--- src/rtl/drp_pkg.sv ---
// Shared constants for the DRP register bank:
// address map, field positions, error bits, reset values.
package drp_pkg;

  localparam logic [6:0] ADDR_FB1   = 7'h14;
  localparam logic [6:0] ADDR_DIV   = 7'h16;
  localparam logic [6:0] ADDR_LOCK0 = 7'h18;
  localparam logic [6:0] ADDR_LOCK1 = 7'h19;
  localparam logic [6:0] ADDR_LOCK2 = 7'h1A;
  localparam logic [6:0] ADDR_PWR   = 7'h28;
  localparam logic [6:0] ADDR_FILT0 = 7'h4E;
  localparam logic [6:0] ADDR_FILT1 = 7'h4F;

  localparam int HI_LSB    = 6;
  localparam int LO_LSB    = 0;
  localparam int PH_LSB    = 13;
  localparam int DLY_LSB   = 0;
  localparam int NOCNT_BIT = 6;
  localparam int EDGE_BIT  = 7;
  localparam int MX_LSB    = 8;
  localparam int DIVNC_BIT = 12;

  localparam int ERR_ADDR = 0;
  localparam int ERR_COLL = 1;
  localparam int ERR_MX   = 2;

  localparam logic [15:0] POWER_RST = 16'h1111;
  localparam logic [9:0]  DUTY_RST  = 10'd500;

  function automatic logic [6:0] clk_addr(input int ch);
    case (ch)
      0:       return 7'h08;
      1:       return 7'h0A;
      2:       return 7'h0C;
      3:       return 7'h0E;
      4:       return 7'h10;
      5:       return 7'h06;
      6:       return 7'h12;
      default: return ADDR_FB1;
    endcase
  endfunction

  // A counter field of zero stands for a count of 64.
  function automatic logic [6:0] field64(input logic [5:0] f);
    return (f == 6'd0) ? 7'd64 : {1'b0, f};
  endfunction

endpackage

--- src/rtl/drp_reg_bank_if.sv ---
// DRP access bus between a controller
// and the register bank.
interface drp_reg_bank_if;
  logic [6:0]  DADDR;
  logic        DEN;
  logic        DWE;
  logic [15:0] DI;
  logic [15:0] DO;
  logic        DRDY;

  modport master (
    output DADDR, DEN, DWE, DI,
    input  DO, DRDY
  );

  modport slave (
    input  DADDR, DEN, DWE, DI,
    output DO, DRDY
  );
endinterface

--- src/rtl/drp_clk_decode.sv ---
// Decodes one ClkReg1/ClkReg2 pair into
// divide, duty (1/1000) and phase (1/8 VCO).
module drp_clk_decode
  import drp_pkg::*;
(
  input  logic [5:0] hi_f,
  input  logic [5:0] lo_f,
  input  logic [2:0] ph_f,
  input  logic [5:0] dly,
  input  logic       edge_b,
  input  logic       nocnt,
  output logic [7:0] divide,
  output logic [9:0] duty,
  output logic [8:0] phase
);

  logic [6:0]  hi;
  logic [6:0]  lo;
  logic [7:0]  sum;
  logic [17:0] num;
  logic [17:0] den;

  assign hi  = field64(hi_f);
  assign lo  = field64(lo_f);
  assign sum = 8'(hi) + 8'(lo);
  assign num = (18'({hi, 1'b0}) + 18'(edge_b))
             * 18'd1000;
  assign den = 18'({sum, 1'b0});

  assign divide = nocnt ? 8'd1 : sum;
  assign duty   = nocnt ? DUTY_RST
                        : 10'(num / den);
  assign phase  = {dly, ph_f};

endmodule

--- src/rtl/drp_reg_bank.sv ---
// DRP register bank for the PLL/MMCM model:
// register file, access FSM, decoded settings.
module drp_reg_bank
  import drp_pkg::*;
#(
  parameter int NUM_CLKOUT   = 7,
  parameter int DRDY_LATENCY = 2
)(
  input  logic                    DCLK,
  input  logic                    RST_N,
  input  logic                    PWRDWN,
  input  logic                    ERR_CLR,
  drp_reg_bank_if.slave           drp,
  output logic [2:0]              ERR,
  output logic [8*NUM_CLKOUT-1:0] CLKOUT_DIVIDE,
  output logic [10*NUM_CLKOUT-1:0] CLKOUT_DUTY,
  output logic [9*NUM_CLKOUT-1:0] CLKOUT_PHASE,
  output logic [7:0]              FB_MULT,
  output logic [8:0]              FB_PHASE,
  output logic [7:0]              DIVCLK_DIVIDE
);

  localparam int NS = NUM_CLKOUT + 1;
  localparam logic [1:0] S_IDLE = 2'd0;
  localparam logic [1:0] S_BUSY = 2'd1;
  localparam logic [1:0] S_DONE = 2'd2;
  localparam logic [3:0] LAT_M1 =
    4'(DRDY_LATENCY - 1);

  logic [1:0]  state;
  logic [3:0]  cnt;
  logic [6:0]  addr_q;
  logic        we_q;
  logic [15:0] di_q;
  logic [15:0] do_q;
  logic        drdy_q;
  logic [2:0]  err_q;

  logic [15:0] r1   [NS];
  logic [15:0] r2   [NS];
  logic [15:0] r1_n [NS];
  logic [15:0] r2_n [NS];
  logic [15:0] div_r;
  logic [15:0] pwr_r;
  logic [15:0] filt0_r;
  logic [15:0] filt1_r;
  logic [15:0] lock_r [3];

  logic [7:0]  div_n  [NS];
  logic [8:0]  ph_n   [NS];
  logic [9:0]  duty_n [NUM_CLKOUT];
  logic [7:0]  div_q  [NS];
  logic [8:0]  ph_q   [NS];
  logic [9:0]  duty_q [NUM_CLKOUT];
  logic [7:0]  dclk_q;
  logic [7:0]  dclk_sum;

  logic [6:0]  a_c;
  logic        we_c;
  logic [15:0] di_c;
  logic [NS-1:0] hit1;
  logic [NS-1:0] hit2;
  logic        misc_hit;
  logic        valid;
  logic        den_ok;
  logic        start;
  logic        commit;
  logic        wr;
  logic        mx_bad;
  logic [15:0] rd_data;
  logic [2:0]  err_set;

  function automatic logic [6:0] slot_addr(
    input int k
  );
    return (k == NUM_CLKOUT) ? ADDR_FB1
                             : clk_addr(k);
  endfunction

  // With latency 1 the live bus is committed
  // directly; otherwise the latched copy is.
  assign a_c  = (state == S_IDLE) ? drp.DADDR : addr_q;
  assign we_c = (state == S_IDLE) ? drp.DWE   : we_q;
  assign di_c = (state == S_IDLE) ? drp.DI    : di_q;

  assign den_ok = drp.DEN & ~PWRDWN;
  assign start  = den_ok & (state == S_IDLE);
  assign commit = ~PWRDWN &
    ((start & (DRDY_LATENCY == 1)) |
     ((state == S_BUSY) & (cnt == LAT_M1)));

  always_comb begin
    hit1 = '0;
    hit2 = '0;
    for (int k = 0; k < NS; k++) begin
      hit1[k] = (a_c == slot_addr(k));
      hit2[k] = (a_c == slot_addr(k) + 7'd1);
    end
  end

  assign misc_hit = a_c inside {
    ADDR_DIV, ADDR_LOCK0, ADDR_LOCK1, ADDR_LOCK2,
    ADDR_PWR, ADDR_FILT0, ADDR_FILT1};
  assign valid  = (|hit1) | (|hit2) | misc_hit;
  assign wr     = commit & we_c & valid;
  assign mx_bad = wr & (|hit2) &
                  (|di_c[MX_LSB+:2]);

  always_comb begin
    err_set = '0;
    err_set[ERR_ADDR] = commit & ~valid;
    err_set[ERR_COLL] = den_ok & (state != S_IDLE);
    err_set[ERR_MX]   = mx_bad;
  end

  always_comb begin
    for (int k = 0; k < NS; k++) begin
      r1_n[k] = (wr && hit1[k]) ? di_c : r1[k];
      r2_n[k] = (wr && hit2[k]) ? di_c : r2[k];
    end
  end

  always_comb begin
    rd_data = '0;
    for (int k = 0; k < NS; k++) begin
      if (hit1[k]) rd_data = r1[k];
      if (hit2[k]) rd_data = r2[k];
    end
    case (a_c)
      ADDR_DIV:   rd_data = div_r;
      ADDR_LOCK0: rd_data = lock_r[0];
      ADDR_LOCK1: rd_data = lock_r[1];
      ADDR_LOCK2: rd_data = lock_r[2];
      ADDR_PWR:   rd_data = pwr_r;
      ADDR_FILT0: rd_data = filt0_r;
      ADDR_FILT1: rd_data = filt1_r;
      default:    ;
    endcase
  end

  assign dclk_sum =
    8'(field64(di_c[HI_LSB+:6])) +
    8'(field64(di_c[LO_LSB+:6]));

  for (genvar k = 0; k < NS; k++) begin : g_dec
    if (k < NUM_CLKOUT) begin : g_ch
      drp_clk_decode u_dec (
        .hi_f   (r1_n[k][HI_LSB+:6]),
        .lo_f   (r1_n[k][LO_LSB+:6]),
        .ph_f   (r1_n[k][PH_LSB+:3]),
        .dly    (r2_n[k][DLY_LSB+:6]),
        .edge_b (r2_n[k][EDGE_BIT]),
        .nocnt  (r2_n[k][NOCNT_BIT]),
        .divide (div_n[k]),
        .duty   (duty_n[k]),
        .phase  (ph_n[k])
      );
    end else begin : g_fb
      logic [9:0] fb_duty_unused;
      drp_clk_decode u_dec (
        .hi_f   (r1_n[k][HI_LSB+:6]),
        .lo_f   (r1_n[k][LO_LSB+:6]),
        .ph_f   (r1_n[k][PH_LSB+:3]),
        .dly    (r2_n[k][DLY_LSB+:6]),
        .edge_b (r2_n[k][EDGE_BIT]),
        .nocnt  (r2_n[k][NOCNT_BIT]),
        .divide (div_n[k]),
        .duty   (fb_duty_unused),
        .phase  (ph_n[k])
      );
    end
  end

  always_ff @(posedge DCLK) begin
    if (!RST_N) begin
      state   <= S_IDLE;
      cnt     <= '0;
      addr_q  <= '0;
      we_q    <= 1'b0;
      di_q    <= '0;
      do_q    <= '0;
      drdy_q  <= 1'b0;
      err_q   <= '0;
      div_r   <= '0;
      pwr_r   <= POWER_RST;
      filt0_r <= '0;
      filt1_r <= '0;
      dclk_q  <= 8'd1;
      for (int i = 0; i < 3; i++) lock_r[i] <= '0;
      for (int k = 0; k < NS; k++) begin
        r1[k]    <= '0;
        r2[k]    <= '0;
        div_q[k] <= 8'd1;
        ph_q[k]  <= '0;
      end
      for (int k = 0; k < NUM_CLKOUT; k++)
        duty_q[k] <= DUTY_RST;
    end else begin
      drdy_q <= 1'b0;
      do_q   <= '0;
      err_q  <= (err_q & ~{3{ERR_CLR}}) | err_set;
      if (PWRDWN) begin
        state <= S_IDLE;
      end else begin
        case (state)
          S_IDLE: if (drp.DEN) begin
            addr_q <= drp.DADDR;
            we_q   <= drp.DWE;
            di_q   <= drp.DI;
            cnt    <= 4'd1;
            state  <= (DRDY_LATENCY == 1) ? S_DONE
                                          : S_BUSY;
          end
          S_BUSY: begin
            cnt <= cnt + 4'd1;
            if (cnt == LAT_M1) state <= S_DONE;
          end
          default: state <= S_IDLE;
        endcase
      end
      if (commit) begin
        drdy_q <= 1'b1;
        do_q   <= (we_c || !valid) ? '0 : rd_data;
      end
      if (wr) begin
        for (int k = 0; k < NS; k++) begin
          r1[k] <= r1_n[k];
          r2[k] <= r2_n[k];
          if (hit1[k] || hit2[k]) begin
            div_q[k] <= div_n[k];
            if (!(hit2[k] && mx_bad))
              ph_q[k] <= ph_n[k];
          end
        end
        for (int k = 0; k < NUM_CLKOUT; k++)
          if (hit1[k] || hit2[k])
            duty_q[k] <= duty_n[k];
        case (a_c)
          ADDR_DIV: begin
            div_r  <= di_c;
            dclk_q <= di_c[DIVNC_BIT] ? 8'd1
                                      : dclk_sum;
          end
          ADDR_LOCK0: lock_r[0] <= di_c;
          ADDR_LOCK1: lock_r[1] <= di_c;
          ADDR_LOCK2: lock_r[2] <= di_c;
          ADDR_PWR:   pwr_r     <= di_c;
          ADDR_FILT0: filt0_r   <= di_c;
          ADDR_FILT1: filt1_r   <= di_c;
          default:    ;
        endcase
      end
    end
  end

  assign drp.DO   = PWRDWN ? '0 : do_q;
  assign drp.DRDY = drdy_q & ~PWRDWN;
  assign ERR      = err_q;

  for (genvar k = 0; k < NUM_CLKOUT; k++) begin : g_out
    assign CLKOUT_DIVIDE[8*k+:8]  = div_q[k];
    assign CLKOUT_DUTY[10*k+:10]  = duty_q[k];
    assign CLKOUT_PHASE[9*k+:9]   = ph_q[k];
  end

  assign FB_MULT       = div_q[NUM_CLKOUT];
  assign FB_PHASE      = ph_q[NUM_CLKOUT];
  assign DIVCLK_DIVIDE = dclk_q;

endmodule

--- src/flat_wrapper.sv ---
// flat-port wrapper written by rule: the top's interface ports become plain ports
module drp_reg_bank_flat import drp_pkg::*;
#(
  parameter int NUM_CLKOUT   = 7,
  parameter int DRDY_LATENCY = 2
)
  (DCLK, RST_N, PWRDWN, ERR_CLR, ERR, CLKOUT_DIVIDE, CLKOUT_DUTY, CLKOUT_PHASE, FB_MULT, FB_PHASE, DIVCLK_DIVIDE, drp_DADDR, drp_DEN, drp_DWE, drp_DI, drp_DO, drp_DRDY);
  drp_reg_bank_if drp_i ();
  input  logic DCLK;
  input  logic RST_N;
  input  logic PWRDWN;
  input  logic ERR_CLR;
  output logic [2:0] ERR;
  output logic [8*NUM_CLKOUT-1:0] CLKOUT_DIVIDE;
  output logic [10*NUM_CLKOUT-1:0] CLKOUT_DUTY;
  output logic [9*NUM_CLKOUT-1:0] CLKOUT_PHASE;
  output logic [7:0] FB_MULT;
  output logic [8:0] FB_PHASE;
  output logic [7:0] DIVCLK_DIVIDE;
  input wire logic [$bits(drp_i.DADDR)-1:0] drp_DADDR;
  input wire logic [$bits(drp_i.DEN)-1:0] drp_DEN;
  input wire logic [$bits(drp_i.DWE)-1:0] drp_DWE;
  input wire logic [$bits(drp_i.DI)-1:0] drp_DI;
  output wire logic [$bits(drp_i.DO)-1:0] drp_DO;
  output wire logic [$bits(drp_i.DRDY)-1:0] drp_DRDY;
  assign drp_i.DADDR = drp_DADDR;
  assign drp_i.DEN = drp_DEN;
  assign drp_i.DWE = drp_DWE;
  assign drp_i.DI = drp_DI;
  assign drp_DO = drp_i.DO;
  assign drp_DRDY = drp_i.DRDY;
  drp_reg_bank #(.NUM_CLKOUT(NUM_CLKOUT), .DRDY_LATENCY(DRDY_LATENCY)) u_core (.DCLK(DCLK), .RST_N(RST_N), .PWRDWN(PWRDWN), .ERR_CLR(ERR_CLR), .drp(drp_i), .ERR(ERR), .CLKOUT_DIVIDE(CLKOUT_DIVIDE), .CLKOUT_DUTY(CLKOUT_DUTY), .CLKOUT_PHASE(CLKOUT_PHASE), .FB_MULT(FB_MULT), .FB_PHASE(FB_PHASE), .DIVCLK_DIVIDE(DIVCLK_DIVIDE));
endmodule
--- config.mk ---
export PLATFORM = sky130hd
export DESIGN_NAME = drp_reg_bank_flat
export DESIGN_NICKNAME = d
export VERILOG_FILES = /design/src/rtl/drp_pkg.sv /design/src/rtl/drp_reg_bank_if.sv /design/src/rtl/drp_clk_decode.sv /design/src/rtl/drp_reg_bank.sv /design/src/flat_wrapper.sv
export SDC_FILE = /design/constraint.sdc
export NUM_CORES = 2
export LEC_CHECK = 0
export BUFFER_PORTS_ARGS = -buffer_cell sky130_fd_sc_hd__buf_2
export CORE_MARGIN = 2
export CORE_UTILIZATION = 40
export DETAILED_ROUTE_END_ITERATION = 8
export GPL_ROUTABILITY_DRIVEN = 0
export SLEW_MARGIN = 25
export SYNTH_ARGS = -nofsm -noshare
export SYNTH_HDL_FRONTEND = slang
export SYNTH_HIERARCHICAL = 1
export SYNTH_SLANG_ARGS = --single-unit
--- constraint.sdc ---
create_clock -name DCLK -period 163 [get_ports DCLK]
set_clock_uncertainty 0.2 [all_clocks]
set_input_delay 48.9 -clock DCLK [delete_from_list [all_inputs] [get_ports DCLK]]
set_output_delay 48.9 -clock DCLK [all_outputs]
set_load 0.05 [all_outputs]
# [Word level (Yosys, flattened, before mapping)]
# Memories as Yosys holds them, arrays and structs flattened.
# Cells that the tools add are included.
[op_classes] add_sub_neg=17 n_mul=7 div=7 n_eq_ne=27 mux=207 bitwise=61 n_reduce_logical=68
[ops] cell="$mux 16" n=53
[ops] cell="$mux 10" n=14
[ops] cell="$mux 8" n=17
[ops] cell="$mux 7" n=19
[ops] cell="$div 18x9->18" n=7
[ops] cell="$pmux 16 s7" n=1
[ops] cell="$logic_not 6->1" n=18
[ops] cell="$mul 9x7->15 const B" n=7
[ops] cell="$mux 1" n=90
[ops] cell="$add 7x7->8" n=9
[ops] cell="$mux 9" n=8
[ops] cell="$eq 7x5->1 const B" n=10
[ops] cell="$add 8x1->9" n=7
[ops] cell="$eq 7x4->1 const B" n=8
[ops] cell="$or 1x1->1" n=44
[ops] cell="$logic_and 1x1->1" n=24
[ops] cell="$reduce_or 8->1" n=2
[ops] cell="$eq 7x3->1 const B" n=2
[ops] cell="$eq 7x7->1 const B" n=2
[ops] cell="$and 1x1->1" n=10
[ops] cell="$reduce_and 2->1" n=5
[ops] cell="$logic_or 1x1->1" n=9
[ops] cell="$pmux 4 s2" n=1
[ops] cell="$eq 7x6->1 const B" n=1
[ops] cell="other kinds (18)" n=26
[word_totals] ff_bits=122 ramBits=510 inputBits=29 out_inout_bits=234 mem_count=6
[memory_table] name="u_core.r1" words=8 width=16 read_ports=8 rd_ports_with_merged_regs=0 write_ports=8 line_no="drp_reg_bank.sv:39" rtl="logic [15:0] r1 [NS];"
[memory_table] name="u_core.r2" words=8 width=16 read_ports=8 rd_ports_with_merged_regs=0 write_ports=8 line_no="drp_reg_bank.sv:40" rtl="logic [15:0] r2 [NS];"
[memory_table] name="u_core.ph_q" words=8 width=9 read_ports=8 rd_ports_with_merged_regs=0 write_ports=8 line_no="drp_reg_bank.sv:53" rtl="logic [8:0] ph_q [NS];"
[memory_table] name="u_core.duty_q" words=7 width=10 read_ports=7 rd_ports_with_merged_regs=0 write_ports=7 line_no="drp_reg_bank.sv:54" rtl="logic [9:0] duty_q [NUM_CLKOUT];"
[memory_table] name="u_core.div_q" words=8 width=8 read_ports=8 rd_ports_with_merged_regs=0 write_ports=8 line_no="drp_reg_bank.sv:52" rtl="logic [7:0] div_q [NS];"
[memory_table] name="u_core.lock_r" words=3 width=16 read_ports=3 rd_ports_with_merged_regs=0 write_ports=3 line_no="drp_reg_bank.sv:47" rtl="logic [15:0] lock_r [3];"

# [Longest topological paths before layout]
[logic_depth] ltp_word=20 ltp_mapped=218 ltp_nobuf=201

# [Modules after synthesis]
# The synthesis kept the hierarchy.
[modules_own_cells] mod="drp_reg_bank" n_inst=1 cells_each=2569 area_each_um2=28836.4 seq_area_each_um2=17757.0
[modules_own_cells] mod="drp_clk_decode at u_core.g_dec[5].g_ch.u_dec ..." n_inst=2 cells_each=1208 area_each_um2=8816.0 seq_area_each_um2=0.0
[modules_own_cells] mod="drp_clk_decode at u_core.g_dec[0].g_ch.u_dec ..." n_inst=2 cells_each=1217 area_each_um2=8664.6 seq_area_each_um2=0.0
[modules_own_cells] mod="drp_clk_decode at u_core.g_dec[3].g_ch.u_dec" n_inst=1 cells_each=1265 area_each_um2=9190.1 seq_area_each_um2=0.0
[modules_own_cells] mod="drp_clk_decode at u_core.g_dec[7].g_fb.u_dec" n_inst=1 cells_each=1254 area_each_um2=8989.9 seq_area_each_um2=0.0
[modules_own_cells] mod="drp_clk_decode at u_core.g_dec[4].g_ch.u_dec" n_inst=1 cells_each=1211 area_each_um2=8790.9 seq_area_each_um2=0.0
[modules_own_cells] mod="drp_clk_decode at u_core.g_dec[1].g_ch.u_dec" n_inst=1 cells_each=1222 area_each_um2=8747.1 seq_area_each_um2=0.0

# [Least setup slack after synthesis]
# OpenSTA, ideal clock, no wires.
[synth_path] path_type="input-to-output" from="in PWRDWN" to="out drp_DO[10]" arrival_ns=49.797 required_ns=113.900 path_slack_ns=64.103 path_stages=2 cell_sequence="clkbuf_1 -> nor2b_1"
[synth_between] elab_chain_cells=1
[synth_rtl] element="from (decl)" line_no="flat_wrapper.sv:11" rtl="input logic PWRDWN;"
[synth_rtl] element="$mux 16" line_no="drp_reg_bank.sv:256" rtl="assign drp.DO = PWRDWN ? '0 : do_q;"
[synth_rtl] element="to (decl)" line_no="flat_wrapper.sv:24" rtl="output wire logic [$bits(drp_i.DO)-1:0] drp_DO;"
# No other way between the ends.

# [Worst setup path in the final report]
[layout_path] from="in PWRDWN" to="out drp_DRDY"
[layout_between] elab_chain_cells=2
[layout_rtl] element="$not 1->1 (no source line)"
[layout_rtl] element="$and 1x1->1" line_no="drp_reg_bank.sv:257" rtl="assign drp.DRDY = drdy_q & ~PWRDWN;"
[layout_rtl] element="to (decl)" line_no="flat_wrapper.sv:25" rtl="output wire logic [$bits(drp_i.DRDY)-1:0] drp_DRDY;"
# No other way between the ends.

==> results.cfg <==
[status]
status = complete, but fails checks
violations = design-rule violations

[clock_network]
clock-sinks = 632
cts_resized = 0
root_buffer = clkbuf_16
clock_path_buffers = 3
numCtsBuffers = 77
path_clk_slew_ns = 0.06
htree_levels = 3
cts-hold-fix-buffers = 0
post-cts-setup-buffer-count = 0
clock_latency_ns = 0.74
cts_tree = built

[detailed_routing]
wl_per_cell_um = 20.5
drc = 9
vias_per_cell = 6.07
drt_iter0_drc = 7469
vias = 86898
drt_wl_total_mm = 293
antenna_left = 0
dr.pass1.iters = 9

[worst_hold_path]
hold_start = u_core/DIVCLK_DIVIDE[5]
min_path_type = reg2reg
min_to = u_core/DIVCLK_DIVIDE[5]
worstHoldPathCells = 2

[timing]
finalCritPeriodShare_pct = 60.8
period_needed_ns = 99.18
finalSetupViolCount = 0
fmax_mhz = 10.1
final-max-slew-violation-count = 0
timing.slew.headroom_pct = 19.5
rsz0062_at_grt = false
worstMarginPinSlew_ns = 1.19
tns_ns = 0
final_hold_viol_count = 0

[die]
initial_core_util_pct = 40.1
ios = 263
rows = 175
die-area_um2 = 232000
core_um2 = 227000
die_h_um = 481
die_w_um = 481

[finish]
nNetsFinal = 12482
nFillCells = 22509
drive_gt1_share_pct = 10.6
syn2layout_area_growth_pct = 7.63

[logic_synthesis]
avgSynthCellArea_um2 = 8.13
synth_nets = 12475
synth_area_um2 = 91200
synth_cells = 11214
yosysWarnings = 6

[global_route]
grt_use_total_pct = 24.2
grt_max_degree = 92
globalRouteOverflowTotal = 0
grt_pass1_wl_mm = 457
grt_pass1_vias = 82898
grt_antenna_before_repair = 22

[setup_path]
worstPathArrival_ns = 50.08
slowest_delay_ns = 0.53
worst_path_most_repeated_cell = buf_2
r2r-start = u_core/state[0]
reg2reg_to = u_core/duty_q[0][10]
end_kind = primary output
cp_cell_sequence = buf_2 -> nor2b_1 -> buf_2
start_kind = primary input
slowest_stage = nor2b_1
cp.required_ns = 113.90
rrSetupSlack_ns = 114.48
crit_type = in2out
ff2ff_path_depth = 197
critPathMaxFanout = 19

[placed_design]
io_buffers = 262
dp_hpwl_mm = 226

[run]
cap_viol_max_count = 0
per-stage QoR:
| step | cell area, um2 | setup WS (ns) | instances | hold slack, ns | util, % |
|---|---|---|---|---|---|
| after detailed placement | 95300 | 63.82 | 14150 | 0.252 | 42.0 |
| after floorplan | 91200 | 64.10 | 11214 | 0.242 | - |
| after global routing | 98100 | 63.45 | 14305 | 0.278 | 43.2 |
| final | 98100 | 63.82 | 14307 | 0.259 | 43.2 |
| after global placement | 95300 | 63.85 | 14150 | 0.243 | 42.0 |
| after CTS | 98000 | 63.81 | 14294 | 0.258 | 43.2 |
state kept, by name, indices dropped and copies added (netlist names):
register and flops:
u_core/do_q 16, u_core/pwr_r 16, u_core/we_q 1, u_core/cnt 4
u_core/lock_r 48, u_core/div_q 64, u_core/di_q 16, u_core/div_r 16
u_core/DIVCLK_DIVIDE 8, u_core/filt0_r 16, u_core/duty_q 70, u_core/r2 128
u_core/ERR 3, u_core/filt1_r 16, u_core/addr_q 7, u_core/r1 128
u_core/state 2, u_core/ph_q 72, u_core/drdy_q 1
routing by layer:
| metal | GRT usage, % | vias up | wire, um |
|---|---|---|---|
| met5 | 0 | - | 0 |
| met4 | 9.73 | 0 | 11600 |
| li1 | - | 41798 | - |
| met1 | 32.0 | 41503 | 128000 |
| met3 | 3.12 | 505 | 20100 |
| met2 | 39.8 | 3092 | 133000 |
layout by cell type, fill, tap and decap left out, types with 46 or more instances in the layout:
master / count
a211o_1: 46
a211oi_1: 149
a21o_1: 231
a21oi_1: 648
a221oi_1: 54
a22o_1: 59
a31oi_1: 113
and2_1: 347
and3_1: 77
buf_2: 262
buf_4: 160
clkbuf_16: 77
dfxtp_1: 122
edfxtp_1: 510
fa_1: 128
ha_1: 1104
inv_1: 546
mux2_2: 163
mux2i_1: 103
nand2_1: 887
nand2b_1: 204
nand3_1: 246
nand4_1: 103
nor2_1: 1106
nor2b_1: 113
nor3_1: 377
nor4_1: 55
o211ai_1: 107
o21a_1: 358
o21ai_0: 584
o21ai_1: 105
o21bai_1: 74
o22ai_1: 63
o31ai_1: 168
or2_2: 104
or3_1: 138
xnor2_1: 306
xor2_1: 160
worst max-delay path by stage:
stage / end / slack [ns] / cells after the start / from
after CTS: drp_DRDY / 63.81 / 3 / PWRDWN
after global placement: drp_DRDY / 63.85 / 3 / PWRDWN
after floorplan: drp_DO[10] / 64.10 / 2 / PWRDWN
after global routing: u_core/duty_q[0][10] / 63.45 / 194 / drp_DADDR[5]
final: drp_DRDY / 63.82 / 3 / PWRDWN
after detailed placement: drp_DRDY / 63.82 / 3 / PWRDWN
cell type report:
class	count	area (um2)	area share, %
sequential	632	17800	18.1
antenna	12	30.0	0.0306
multi-input combinational	9512	69200	70.5
tap	3009	3760	3.84
inverter	575	2160	2.20
clock inverter	56	699	0.713
clock buffer	88	2010	2.05
timing repair buffer	423	2520	2.57
worst max-delay path: cells and delay by family:
family,cells,cell delay [ns]
AND/OR/NAND/NOR,1,0.53
buffers and inverters,2,0.64
Power is left out: the tool's default activity adds up to more than one toggle a clock period on the data nets, which glitch-free logic cannot reach.
